`src/rtl/uart_rx_oversample_pkg.sv`:
```
// Shared definitions for the oversampling UART receiver: FSM state encoding and parameter defaults.
// Latency: n/a (types and constants only).
// Backpressure: n/a.
package uart_rx_oversample_pkg;

  typedef enum logic [1:0] {
    ST_IDLE  = 2'd0,
    ST_START = 2'd1,
    ST_DATA  = 2'd2,
    ST_STOP  = 2'd3
  } rx_state_e;

  localparam int DEF_DATA_BITS   = 8;
  localparam int DEF_OVERSAMPLE  = 16;
  localparam int DEF_SYNC_STAGES = 2;

endpackage

```
`src/rtl/uart_rx_oversample_sync_ff.sv`:
```
// Multi-flop synchronizer for an asynchronous single-bit input; resets to a chosen idle level.
// Latency: STAGES clk cycles from i_d to o_q.
// Backpressure: none, free-running every cycle.
module sync_ff #(
  parameter int   STAGES    = 2,
  parameter logic RESET_VAL = 1'b1
) (
  input  logic clk,
  input  logic rst,
  input  logic i_d,
  output logic o_q
);

  logic [STAGES-1:0] r_sync;

  // Shift the raw input through the chain; reset to the line's idle level so no false start is seen.
  always_ff @(posedge clk) begin
    if (rst) begin
      r_sync <= {STAGES{RESET_VAL}};
    end else begin
      r_sync <= {r_sync[STAGES-2:0], i_d};
    end
  end

  assign o_q = r_sync[STAGES-1];

endmodule

```
`src/rtl/uart_rx_oversample.sv`:
```
// 8N1-style UART receiver driven by an oversample tick; emits a byte strobe or a framing-error strobe.
// Latency: strobes assert on the clk edge after the tick that samples the middle of the stop bit.
// Backpressure: none; the consumer must accept each one-cycle data_valid pulse.
module uart_rx_oversample
  import uart_rx_oversample_pkg::*;
#(
  parameter int DATA_BITS   = DEF_DATA_BITS,
  parameter int OVERSAMPLE  = DEF_OVERSAMPLE,
  parameter int SYNC_STAGES = DEF_SYNC_STAGES
) (
  input  logic                 clk,
  input  logic                 rst,
  input  logic                 rx_en,
  input  logic                 rx,
  output logic [DATA_BITS-1:0] data_out,
  output logic                 data_valid,
  output logic                 frame_err,
  output logic                 busy
);

  localparam int CW = $clog2(OVERSAMPLE);
  localparam int BW = (DATA_BITS > 1) ? $clog2(DATA_BITS) : 1;
  localparam logic [CW-1:0] HALF_LAST = CW'(OVERSAMPLE / 2 - 1);
  localparam logic [CW-1:0] FULL_LAST = CW'(OVERSAMPLE - 1);
  localparam logic [BW-1:0] LAST_BIT  = BW'(DATA_BITS - 1);

  logic                 w_rx_s;
  rx_state_e            r_state, w_state_nxt;
  logic [CW-1:0]        r_samp_cnt, w_samp_cnt_nxt;
  logic [BW-1:0]        r_bit_idx, w_bit_idx_nxt;
  logic [DATA_BITS-1:0] r_shreg, w_shreg_nxt;
  logic                 w_load, w_ferr;
  logic [DATA_BITS-1:0] r_data_out;
  logic                 r_data_valid, r_frame_err;

  sync_ff #(.STAGES(SYNC_STAGES), .RESET_VAL(1'b1)) u_rx_sync (
    .clk (clk),
    .rst (rst),
    .i_d (rx),
    .o_q (w_rx_s)
  );

  // Next-state, counter and shift-register updates; nothing moves except on an oversample tick.
  always_comb begin
    w_state_nxt    = r_state;
    w_samp_cnt_nxt = r_samp_cnt;
    w_bit_idx_nxt  = r_bit_idx;
    w_shreg_nxt    = r_shreg;
    w_load         = 1'b0;
    w_ferr         = 1'b0;
    if (rx_en) begin
      case (r_state)
        ST_IDLE: begin
          if (!w_rx_s) begin
            w_state_nxt    = ST_START;
            w_samp_cnt_nxt = '0;
          end
        end
        ST_START: begin
          // Half a bit after the falling edge: a high line here means it was only a glitch.
          if (r_samp_cnt == HALF_LAST) begin
            w_samp_cnt_nxt = '0;
            if (!w_rx_s) begin
              w_state_nxt   = ST_DATA;
              w_bit_idx_nxt = '0;
            end else begin
              w_state_nxt = ST_IDLE;
            end
          end else begin
            w_samp_cnt_nxt = r_samp_cnt + CW'(1);
          end
        end
        ST_DATA: begin
          if (r_samp_cnt == FULL_LAST) begin
            w_samp_cnt_nxt = '0;
            w_shreg_nxt    = {w_rx_s, r_shreg[DATA_BITS-1:1]};
            if (r_bit_idx == LAST_BIT) begin
              w_state_nxt = ST_STOP;
            end else begin
              w_bit_idx_nxt = r_bit_idx + BW'(1);
            end
          end else begin
            w_samp_cnt_nxt = r_samp_cnt + CW'(1);
          end
        end
        ST_STOP: begin
          // Leave at mid stop bit so a back-to-back start edge half a bit later is still caught.
          if (r_samp_cnt == FULL_LAST) begin
            w_samp_cnt_nxt = '0;
            w_state_nxt    = ST_IDLE;
            if (w_rx_s) begin
              w_load = 1'b1;
            end else begin
              w_ferr = 1'b1;
            end
          end else begin
            w_samp_cnt_nxt = r_samp_cnt + CW'(1);
          end
        end
        default: w_state_nxt = ST_IDLE;
      endcase
    end
  end

  // FSM state register.
  always_ff @(posedge clk) begin
    if (rst) begin
      r_state <= ST_IDLE;
    end else begin
      r_state <= w_state_nxt;
    end
  end

  // Sample counter, bit index and receive shift register.
  always_ff @(posedge clk) begin
    if (rst) begin
      r_samp_cnt <= '0;
      r_bit_idx  <= '0;
      r_shreg    <= '0;
    end else begin
      r_samp_cnt <= w_samp_cnt_nxt;
      r_bit_idx  <= w_bit_idx_nxt;
      r_shreg    <= w_shreg_nxt;
    end
  end

  // Output byte and one-cycle strobes; a framing error leaves the last good byte in place.
  always_ff @(posedge clk) begin
    if (rst) begin
      r_data_out   <= '0;
      r_data_valid <= 1'b0;
      r_frame_err  <= 1'b0;
    end else begin
      r_data_valid <= w_load;
      r_frame_err  <= w_ferr;
      if (w_load) begin
        r_data_out <= r_shreg;
      end
    end
  end

  assign data_out   = r_data_out;
  assign data_valid = r_data_valid;
  assign frame_err  = r_frame_err;
  assign busy       = (r_state != ST_IDLE);

endmodule

```
`config.mk`:
```
export PLATFORM = sky130hd
export DESIGN_NAME = uart_rx_oversample
export DESIGN_NICKNAME = d
export VERILOG_FILES = /design/src/rtl/uart_rx_oversample_pkg.sv /design/src/rtl/uart_rx_oversample_sync_ff.sv /design/src/rtl/uart_rx_oversample.sv
export SDC_FILE = /design/constraint.sdc
export NUM_CORES = 1
export LEC_CHECK = 0
export ABC_AREA = 1
export ABC_CLOCK_PERIOD_IN_PS = 2300
export BUFFER_PORTS_ARGS = -buffer_cell sky130_fd_sc_hd__buf_2
export CAP_MARGIN = 30
export CORE_ASPECT_RATIO = 1.2
export CORE_MARGIN = 8
export CORE_UTILIZATION = 55
export DETAILED_ROUTE_END_ITERATION = 10
export GPL_ROUTABILITY_DRIVEN = 0
export PLACE_DENSITY = 0.76
export SLEW_MARGIN = 20
export SYNTH_ARGS = -nofsm -noshare
export SYNTH_HDL_FRONTEND = slang
export SYNTH_SLANG_ARGS = --single-unit
```
`constraint.sdc`:
```
create_clock -name clk -period 2.3 [get_ports clk]
set_clock_uncertainty 0.05 [all_clocks]
set_input_delay 0.115 -clock clk [delete_from_list [all_inputs] [get_ports clk]]
set_output_delay 0.115 -clock clk [all_outputs]
set_load 0.01 [all_outputs]
```
==> impl_metrics.py <==
metrics = {
    "cts": {
        "cts_buffers": 5,
        "cts_resized": 0,
        "cts_tree": "yes",
        "clk_pin_slew_worst_paths_ns": 0.09,
        "cts_buffer_depth": 2,
        "cts_root_buf": "clkbuf_4",
        "cts_sinks": 29,
        "worstSkewPairLatency_ns": 0.32,
        "h-tree-depth": 2,
    },
    "synth": {
        "synthAdderAreaFrac": 0.0314,
        "syn_inst": 161,
        "synth_xor_area_frac": 0.00732,
        "ys_warn_count": 0,
        "synth_fp_nets": 168,
        "ys_types": 19,
        "synth-edff-count": 0,
        "ys_seq_elements": 29,
        "muxShareOfSynthArea": 0,
        "synthArstFlopShare": 0,
        "synthSimpleGateAreaFrac": 0.237,
        "synthesis.area_um2": 1200,
        "syn_area_per_cell_um2": 7.43,
        "synth-main-ff-cell": "dfxtp_1",
        "synth_top_family_by_area": "simple AND/OR/NAND/NOR gates",
        "synth_compound_area_frac": 0.155,
        "yosysSeqAreaShare": 0.485,
    },
    "global_routing": {
        "antenna_found_initial": 0,
        "grt_pass1_vias": 930,
        "track_usage": 0.131,
        "grt_pass1_wl_mm": 3.91,
        "globalRoute.totalOverflow": 0,
        "grt_max_degree": 23,
    },
    "cells_and_area": {
        "multi_input_area_um2": 515,
        "syn2layout_area_growth_pct": 13.8,
        "final_nets": 188,
        "antenna_cells": 0,
        "drive_gt1_frac": 0.187,
        "fillCellCount": 201,
        "regArea_um2": 581,
    },
    "route": {
        "drc": 0,
        "drt_iter0_drc": 29,
        "routed_wl_mm": 2.31,
        "wire_per_inst_um": 10.9,
        "vias_per_cell": 4.89,
        "vias": 1036,
        "drtAntennaViolNets": 0,
        "dr.pass1.iters": 4,
    },
    "critical_path": {
        "crit_path_cell_trace": "ha_1 -> nand3_2 -> nor2_1 -> nand3_2 -> o21ai_0 -> a21oi_1",
        "required_ns": 2.47,
        "arrival_ns": 1.73,
        "rr_endpoint": "data_out[3]",
        "reg2reg_slack_ns": 0.73,
        "slowest_stage": "dfxtp_1",
        "cp_common_cell": "nand3_2",
        "end_kind": "register",
        "r2r_start": "r_samp_cnt[1]",
        "worst-path-max-fanout": 17,
        "cpPeakStageDelay_ns": 0.37,
        "start_kind": "register",
        "path_class": "register to register",
        "reg2reg_depth": 6,
    },
    "die": {
        "initial_core_util": 0.584,
        "io_pins": 15,
        "core_um2": 2050,
        "die_y_um": 67.1,
        "rows": 18,
        "fp.dieArea_um2": 3930,
        "die_w_um": 58.6,
    },
    "power": {
        "power.density_nw_per_um2": 616,
        "vdd_drop_max_v": 0.000465,
        "p_leak_nw": 0.600,
    },
    "placed_design": {
        "port_buffers": 14,
        "place_hpwl_mm": 1.66,
    },
    "timing": {
        "worst_pin_slew_ns": 0.541,
        "max_freq_ghz": 0.638,
        "finalSetupViolations": 0,
        "rsz0062_at_grt": "no",
        "fin_crit_sh": 0.681,
        "final_hold_viol_count": 0,
        "slew_headroom": 0.639,
        "tns_ns": 0,
        "fin_crit_ns": 1.57,
        "slew_viol_final": 0,
        "hold_ws_ns": 0.0689,
    },
    "run_status": {
        "status": "complete, no violations",
    },
    "run": {
        "maxCapViolCount": 0,
    },
    "hold_path": {
        "min_from": "rx_en",
        "hold_end": "frame_err",
        "min_path_cells": 3,
        "hold_class": "input pin to register",
    },
}
==> cells in the final DEF, fill, tap and decap left out, drive strengths merged <==
cell type / instances
a21oi: 18
buf: 14
clkbuf: 6
clkinv: 2
dfxtp: 29
dlygate4sd3: 2
ha: 3
inv: 23
nand2: 26
nand3: 9
nand3b: 1
nor2: 26
nor4: 1
o21ai: 19
or2: 2
xor2: 1
==> routing by layer <==
layer,part of all wire,global-route usage,wire length [um]
met2,0.47,0.215,1090
met1,0.45,0.133,1050
met4,0.027,0.0868,63
met3,0.047,0.0539,108
met5,0,0,0
==> Yosys cell counts, types with 2 or more instances <==
master	count	area, um^2
nand2_1	24	90.1
nor2_1	25	93.8
nand3_1	7	35.0
inv_2	6	22.5
nand3_2	2	20.0
o21ai_1	3	15.0
o21ai_0	16	80.1
or2_2	2	12.5
buf_2	2	10.0
a21oi_1	18	90.1
nand2_2	2	12.5
dfxtp_1	29	581
ha_1	3	37.5
inv_1	17	63.8
==> cell families (layout without fill, tap and decap cells) <==
group           after synthesis  in the layout
simple gates                 65             65
compound gates               37             37
flops                        29             29
buf+inv                      26             47
fa+ha+maj                     3              3
xor+xnor                      1              1
==> final cells by class <==
type | instances | share of cell area
inverters | 23 | 0.0634
well taps | 30 | 0.0276
repair buffers | 16 | 0.0662
clock buffers | 6 | 0.0303
flip-flops and latches | 29 | 0.426
clock inverters | 2 | 0.00735
multi-input cells | 106 | 0.379
==> registers in the layout (all words and copies together) (netlist names), named ones only <==
name              flops
data_out              8
data_valid            1
frame_err             1
r_bit_idx             3
r_samp_cnt            4
r_shreg               8
r_state               1
u_rx_sync.r_sync      2
==> repair_timing <==
item                      in CTS  in global routing
hold buffers                   2                  0
setup buffers                  0                  0
hold endpoints to repair       5                  0
==> critical path: cells and delay by family (launching register included) <==
family                   cells  cell delay [ns]
adder cells (fa/ha/maj)      1             0.23
AND/OR/NAND/NOR              3             0.50
AO/OA/AOI/OAI                2             0.30
flip-flops                   1             0.37
==> power breakdown <==
part / total [W] / internal (W) / switching (W)
logic: 0.0000435 / 0.0000153 / 0.0000281
registers: 0.000508 / 0.000505 / 0.00000318
clock network: 0.000287 / 0.000116 / 0.000171
==> metrics by stage <==
| step | util | area [um^2] | std cells | setup slack, ns | power, W |
|---|---|---|---|---|---|
| after floorplan | - | 1200 | 161 | 0.917 | 0.000548 |
| after global placement | 0.629 | 1290 | 202 | 0.792 | 0.000559 |
| after detailed placement | 0.629 | 1290 | 202 | 0.745 | 0.000561 |
| after CTS | 0.664 | 1360 | 212 | 0.726 | 0.000853 |
| after global routing | 0.664 | 1360 | 212 | 0.529 | 0.000881 |
| final | 0.664 | 1360 | 212 | 0.733 | 0.000839 |
==> worst max path at each step <==
stage / startpoint / endpoint / slack, ns / cells past startpoint
global route: r_samp_cnt[1] / data_out[3] / 0.53 / 6
finish: r_samp_cnt[1] / data_out[3] / 0.73 / 6
floorplan: r_samp_cnt[0] / data_out[6] / 0.92 / 7
detailed placement: r_samp_cnt[1] / data_out[3] / 0.74 / 6
global placement: r_samp_cnt[0] / data_out[2] / 0.79 / 6
CTS: r_samp_cnt[1] / data_out[4] / 0.73 / 6
Power figures use the tool's default switching activity.
